`src/rtl/ser_tx.sv`:
```
// ser_tx: parallel-to-serial transmitter, MSB-first, valid/ready input, back-to-back framing.
// Define SER_PARITY_EN to append an even-parity bit after each word's LSB.
module ser_tx #(
  parameter int WIDTH = 8
) (
  input  logic             clk,
  input  logic             clr,
  input  logic [WIDTH-1:0] pdata,
  input  logic             pvld,
  output logic             prdy,
  output logic             sout,
  output logic             sout_vld,
  output logic             last,
  output logic             busy
);

  localparam int CW = $clog2(WIDTH);
  localparam logic [CW-1:0] CNT_LAST = CW'(WIDTH - 1);

  typedef enum logic [1:0] {
    IDLE,
    SHIFT
`ifdef SER_PARITY_EN
    , PAR
`endif
  } state_t;

  state_t           state, state_n;
  logic [WIDTH-1:0] shreg, shreg_n;
  logic [CW-1:0]    cnt, cnt_n;
`ifdef SER_PARITY_EN
  logic             par_r, par_n;
`endif

  logic prdy_n, sout_n, sout_vld_n, last_n, busy_n;
  logic accept;

  assign accept = pvld && prdy;

  always_comb begin
    state_n = state;
    shreg_n = shreg;
    cnt_n   = cnt;
`ifdef SER_PARITY_EN
    par_n   = par_r;
`endif
    case (state)
      IDLE: begin
        if (accept) begin
          state_n = SHIFT;
          shreg_n = pdata;
          cnt_n   = '0;
`ifdef SER_PARITY_EN
          par_n   = ^pdata;
`endif
        end
      end
      SHIFT: begin
        if (cnt == CNT_LAST) begin
`ifdef SER_PARITY_EN
          state_n = PAR;
          shreg_n = '0;
          cnt_n   = '0;
`else
          if (accept) begin
            shreg_n = pdata;
            cnt_n   = '0;
          end else begin
            state_n = IDLE;
            shreg_n = '0;
            cnt_n   = '0;
          end
`endif
        end else begin
          shreg_n = {shreg[WIDTH-2:0], 1'b0};
          cnt_n   = cnt + 1'b1;
        end
      end
`ifdef SER_PARITY_EN
      PAR: begin
        if (accept) begin
          state_n = SHIFT;
          shreg_n = pdata;
          cnt_n   = '0;
          par_n   = ^pdata;
        end else begin
          state_n = IDLE;
        end
      end
`endif
      default: begin
        state_n = IDLE;
        shreg_n = '0;
        cnt_n   = '0;
      end
    endcase
  end

  // Outputs are decoded from the next register values and then registered,
  // so each output flop matches a Moore decode of the current state.
  always_comb begin
    prdy_n     = 1'b0;
    sout_n     = 1'b0;
    sout_vld_n = 1'b0;
    last_n     = 1'b0;
    busy_n     = 1'b0;
    case (state_n)
      IDLE: begin
        prdy_n = 1'b1;
      end
      SHIFT: begin
        sout_n     = shreg_n[WIDTH-1];
        sout_vld_n = 1'b1;
        busy_n     = 1'b1;
`ifndef SER_PARITY_EN
        if (cnt_n == CNT_LAST) begin
          last_n = 1'b1;
          prdy_n = 1'b1;
        end
`endif
      end
`ifdef SER_PARITY_EN
      PAR: begin
        sout_n     = par_n;
        sout_vld_n = 1'b1;
        last_n     = 1'b1;
        prdy_n     = 1'b1;
        busy_n     = 1'b1;
      end
`endif
      default: begin
        prdy_n = 1'b0;
      end
    endcase
  end

  always_ff @(posedge clk or posedge clr) begin
    if (clr) begin
      state    <= IDLE;
      shreg    <= '0;
      cnt      <= '0;
`ifdef SER_PARITY_EN
      par_r    <= 1'b0;
`endif
      prdy     <= 1'b1;
      sout     <= 1'b0;
      sout_vld <= 1'b0;
      last     <= 1'b0;
      busy     <= 1'b0;
    end else begin
      state    <= state_n;
      shreg    <= shreg_n;
      cnt      <= cnt_n;
`ifdef SER_PARITY_EN
      par_r    <= par_n;
`endif
      prdy     <= prdy_n;
      sout     <= sout_n;
      sout_vld <= sout_vld_n;
      last     <= last_n;
      busy     <= busy_n;
    end
  end

endmodule

```
`config.mk`:
```
export PLATFORM = sky130hd
export DESIGN_NAME = ser_tx
export DESIGN_NICKNAME = d
export VERILOG_FILES = /design/src/rtl/ser_tx.sv
export SDC_FILE = /design/constraint.sdc
export NUM_CORES = 1
export LEC_CHECK = 0
export CAP_MARGIN = 20
export CORE_MARGIN = 2
export CORE_UTILIZATION = 44
export DETAILED_ROUTE_END_ITERATION = 12
export PLACE_DENSITY = 0.7
export SETUP_SLACK_MARGIN = 0.5
export SYNTH_ARGS = -nofsm -noshare
export SYNTH_HDL_FRONTEND = slang
export SYNTH_SLANG_ARGS = --single-unit
```
`constraint.sdc`:
```
create_clock -name clk -period 1.5 [get_ports clk]
set_input_delay 0.225 -clock clk [delete_from_list [all_inputs] [get_ports clk]]
set_output_delay 0.225 -clock clk [all_outputs]
set_load 0.1 [all_outputs]
```
**After elaboration in Yosys (flattened, before gate mapping)**

Cells that the tools add are included.

- Bits in registers: 17
- Input bits: 11
- Output and inout port bits: 5
- Logic and storage cells: 33

- Add/sub/neg operators: 1
- Eq/ne operators: 5
- Muxes and demuxes: 16
- Reductions and logical operators: 3

Operators with widths:

| operator | number |
|---|---|
| 8-bit 2-to-1 mux | 3 |
| 8-bit case mux with 2 select lines | 1 |
| 3-bit equality test (second input constant) | 2 |
| 2-bit 2-to-1 mux | 3 |
| 3-bit 2-to-1 mux | 2 |
| 3-bit case mux with 2 select lines | 1 |
| 2-bit by 1-bit equality test with 1-bit output (second input constant) | 2 |
| 2-bit logical NOT | 2 |
| 1-bit 2-to-1 mux | 4 |
| 2-bit case mux with 2 select lines | 1 |
| 3-bit by 1-bit adder with 3-bit output (second input constant) | 1 |
| 2-bit inequality test (second input constant) | 1 |
| 1-bit case mux with 2 select lines | 1 |
| 1-bit logical AND | 1 |

**Depth between registers and ports, before layout**

- Depth after elaboration: 6
- Mapped depth: 7
- Depth with buffers taken out: 6

**Least setup slack after synthesis**

Ideal clock, no wire load.

- Path kind: reg2reg
- From: register prdy
- To: register last
- Setup time: 0.096 ns
- Data arrival time: 1.538 ns
- Data required time: 1.404 ns
- Setup slack: -0.134 ns
- Cell stages (with the launch flop): 5
- Path buffers: 1
- Clock period less this slack: 1.634 ns
- Path through: dfstp_2 > and2_1 > buf_6 > o21ai_4 > nor4_2

- Cells in the longest elaborated chain, start to end: 6
- Elaborated cells on any way between the ends: 11
- Those cells by class: eq/ne: 2; mux: 8; reduce/logical: 1

RTL lines:

| what | RTL line | RTL |
|---|---|---|
| start, declared | 10 | `output logic prdy,` |
| start signal, assigned | 157 | `prdy <= prdy_n;` |
| 1-bit logical AND * | 38 | `assign accept = pvld && prdy;` |
| 3-bit 2-to-1 mux or 2-bit 2-to-1 mux (tied branches) | 49, 65 |  |
| 3-bit case mux with 2 select lines or 2-bit 2-to-1 mux (tied branches) | 47, 59 |  |
| 3-bit equality test or 2-bit case mux with 2 select lines (tied branches) | 116, 47 |  |
| 1-bit 2-to-1 mux or 2-bit by 1-bit equality test with 1-bit output (tied branches) | 116, 107 |  |
| 1-bit 2-to-1 mux * | 107 | `case (state_n)` |
| net last_n | 35 | `logic prdy_n, sout_n, sout_vld_n, last_n, busy_n;` |
| end signal, assigned | 160 | `last <= last_n;` |
| end, declared | 13 | `output logic last,` |

Mark *: on every way through the listed nets, which the timed path passes. The rest lies on a longest branch.
A chain may end at the register's enable or synchronous reset.

**Final worst setup path**

Ends and elaborated chain as after synthesis.

==> summary by stage <==
Setup path
Setup slack on the worst reg-to-reg path comes out at 0.10 ns. For this run, the slowest stage of the critical path takes roughly 0.51 ns. The cell with the largest stage delay on the worst path is dfstp_4. The logic depth of the worst setup path including buffers is 4.

In this run the critical register-to-register path is captured at last. The endpoint required time on the critical path is 1.70 ns. The worst setup path is launched from a flop. The cell depth of the worst flop-to-flop path is 4.

The largest fanout of any net on the critical path is 7. The endpoint arrival time on the critical path is between 1.5 and 2 ns. The capturing element type of the critical path is a flop. The critical register-to-register path startpoint is prdy. Following the worst setup path forward leads to its endpoint at last. The setup path with the least slack is of type flop to flop. The sum of buffers and inverters on the critical path is 1. The signal on the critical path passes through buf_6, a21oi_4, mux2i_4, nor4_2. In this run the worst setup path begins at prdy. The largest delay contributor family on the critical path is flip-flops.

Power and ir drop
For this design the static power due to leakage is 0.000534 uW. The power density over the cells is 878 nW/um2. The total power of the final layout is 1100 uW. The maximum resistive drop on vdd is 0.671 mV.

Cells and area
The finished cells cover around 1300 um2. The core utilization of the finished layout is 72.5%. Summing all flip-flop and latch instances after layout gives 435 um2. The non-filler instance count after layout is 123. 0 antenna diodes ended up in the layout. The number of fillers in the final layout is 128. The net count of the finished layout is between 100 and 150.

The fraction of layout cells with a size suffix above 1 is 45.9%. The multi-input combinational cells in the finished layout cover a total of 458 um2. The layout-stage area growth over the synthesis result is 56.0%.

Outcome
The flow ran to the end, and the final reports show no timing, DRC or antenna violations.

Floorplanning
The core area is about 1700 um2. The number of standard-cell rows in the floorplan is 15. The number of placed I/O pins is 16. The height of the die is 46.7 um.

Measured along the x axis, the die boundary spans about 47 um. The total die area is 2180 um2. For this configuration, the core starts out at a cell density of 46.4%.

Yosys
The summed instance area of the synthesized netlist is 802 um2. For this run, the register share of the synthesized area comes to 53.2%. Synthesis inferred 17 register bits. After Yosys synthesis, and, or, nand and nor cells account for 15.3% of the synthesized area. The net count after synthesis is 87. The main combinational cell family by area after synthesis is compound AO/OA/AOI/OAI gates. The average footprint of a synthesized cell is 10.8 um2. The post-synthesis share of cell area spent on full adders, half adders and majority gates is 3.12%. The netlist uses 29 different library cells. During synthesis, Yosys emitted a total of 0 warnings.

Summing the areas of all compound-gate instances in the mapped netlist gives 21.2% of the synthesized area. Synthesis handed over a netlist of 74 instances. Of the total synthesized cell area, the portion taken by XOR and XNOR cells is 0%. Of the post-synthesis cell area, the part taken by muxes is 1.25%.

Drt
After detailed routing, no signal wire sits above met4. The number of detailed-routing iterations run before antenna repair is 4. The detailed router placed 653 vias in this run. After detailed routing, the average wire length per cell comes to 16.0 um.

After the first detailed-routing iteration, the DRC count stood at 16. The met1 wire length is 841 um. Wire segments on met2 add up to approximately 1 mm in the final route. The remaining design rule violation count is 0. The detail route stage leaves a number of antenna-violating nets equal to 0. The via count normalized by instance count is 5.31. In the detailed route, the total length drawn on met3 is 79 um. The routed design has 1.96 mm of wire.

Global routing
The largest net degree at the start of global routing is 11. The first global-routing pass estimated 3.06 mm of wire. The global-route congestion overflow total is 0. The number of antenna violations at the first check in global routing was 0. For this run, the total global-route usage over all layers was measured as 21.0%. The via count of the first global-routing pass is slightly below 700.

Placement
The wire-length estimate of the detail-placed layout is 1.36 mm. Timing analysis after detailed placement gives a worst setup slack of -0.121 ns. The last weighted congestion value of the routability-driven placer is 0.747. The placed instances occupy a cell area of between 1000 and 1500 um2. The count of buffers added on input and output ports is 15. In this run, placement finished with an instance count of 116.

Timing
Based on the critical path, the design can be clocked at up to 716 MHz. Clock skew on the completed layout was measured at between 0.0015 and 0.002 ns. Setup repair after global routing could not meet its margin everywhere. The share of the clock period used by the worst path after layout is 93.1%. The worst path meets setup with 0.103 ns of slack. The final count of hold timing violations is 0. The count of pins over their slew limit is 0. Setup violations remaining at the end of the flow were counted as 0.

The worst path in the final design needs a cycle of 1.40 ns, including I/O delays and setup.

Clock network
The total number of clock tree sinks is 17. The CTS tree is yes. The clock reaches the later pin of the worst-skew pair after 0.29 ns. The number of buffers added by the clock tree synthesis step is 3. The clock input transition at the sequential cells of the worst setup and hold paths is 0.09 ns. The clock passes through at most 2 buffers. In this run the number of H-tree levels came out at 1. The tree is rooted in a clkbuf_4.

Run
Max-cap violations in this run came to 0.

Min path
The path class of the tightest hold or removal check is primary input to async pin.
power breakdown:
part	leakage [uW]	switching, uW	internal (uW)
Sequential	0.000220	37.2	494
Clock	0.0000150	140	104
Combinational	0.000300	176	148
flip-flops by register name (all words and copies together), names as in the netlist:
| signal | flops |
|---|---|
| busy | 1 |
| cnt | 3 |
| last | 1 |
| prdy | 1 |
| shreg | 8 |
| state | 2 |
| sout | 1 |
synthesized netlist by cell type:
cell type	number	area share, %
a211oi_1	1	0.94
a21boi_0	1	0.94
a21oi_1	1	0.62
a21oi_4	1	2.0
a221oi_1	6	6.6
a22oi_1	1	0.94
a32oi_1	1	1.1
and2_1	1	0.78
and3_2	2	1.9
buf_2	2	1.2
buf_4	1	0.94
buf_6	1	1.4
conb_1	1	0.47
dfrtp_1	16	50
dfstp_2	1	3.3
ha_1	2	3.1
inv_1	4	1.9
mux2i_1	1	1.2
nand2_1	3	1.4
nand2b_1	1	0.78
nor2_1	10	4.7
nor2b_1	3	2.3
nor3_1	3	1.9
nor4_2	1	1.6
o21ai_0	5	3.1
o21ai_4	1	2.0
o21bai_1	1	0.94
o2bb2ai_1	1	1.1
o31ai_1	1	0.94
metrics by stage:
step | TNS [ns] | hold WS (ns)
after detailed placement | -0.599 | 0.526
after global placement | -0.148 | 0.516
after global routing | 0 | 0.230
after CTS | 0 | 0.207
final | 0 | 0.200
after floorplan | 0 | 0.150
area by class of cell:
| cell class | instances | area share [%] |
|---|---|---|
| Tap cell | 25 | 2.50 |
| Clock buffer | 4 | 2.10 |
| Inverter | 4 | 1.20 |
| Multi-Input combinational cell | 49 | 36.6 |
| Sequential cell | 17 | 34.8 |
| Timing Repair Buffer | 24 | 22.8 |
cell families (layout without fill, tap and decap cells):
family,Yosys count,count (layout)
adder cells (fa/ha/maj),2,2
buffers and inverters,8,32
flip-flops,17,17
other,1,1
multiplexers,1,1
AO/OA/AOI/OAI,21,21
AND/OR/NAND/NOR,24,24
cells in the final DEF (no fill, tap or decap), types with 2 or more instances in the layout:
master           netlist  final
a221oi_1               6      5
inv_1                  4      3
nand2_1                3      2
nor2_1                10      8
o21ai_1                0      4
nor2b_1                3      2
clkdlybuf4s50_1        0      9
buf_4                  1      5
clkbuf_4               0      3
nor3_2                 0      2
dfrtp_1               16     14
buf_6                  1      4
buf_12                 0      5
timing repair:
action,in CTS,in global routing
setup buffers,3,0
setup endpoints to repair,21,21
gates resized for setup,15,12
hold buffers,0,0
pin swaps,3,6
how the worst min path moves through the flow:
stage | from | endpoint | slack (ns)
floorplan | clr | busy | 0.15
global placement | clr | state[1] | 0.52
detailed placement | clr | state[1] | 0.53
CTS | clr | busy | 0.21
global route | clr | state[1] | 0.23
finish | clr | busy | 0.20
metal layers:
layer	GRT usage, %	up-vias
met3	4.71	2
met5	0	-
met2	36.1	15
li1	-	309
met4	6.67	0
met1	25.9	327
No activity file was read; power rests on OpenSTA's default activity.
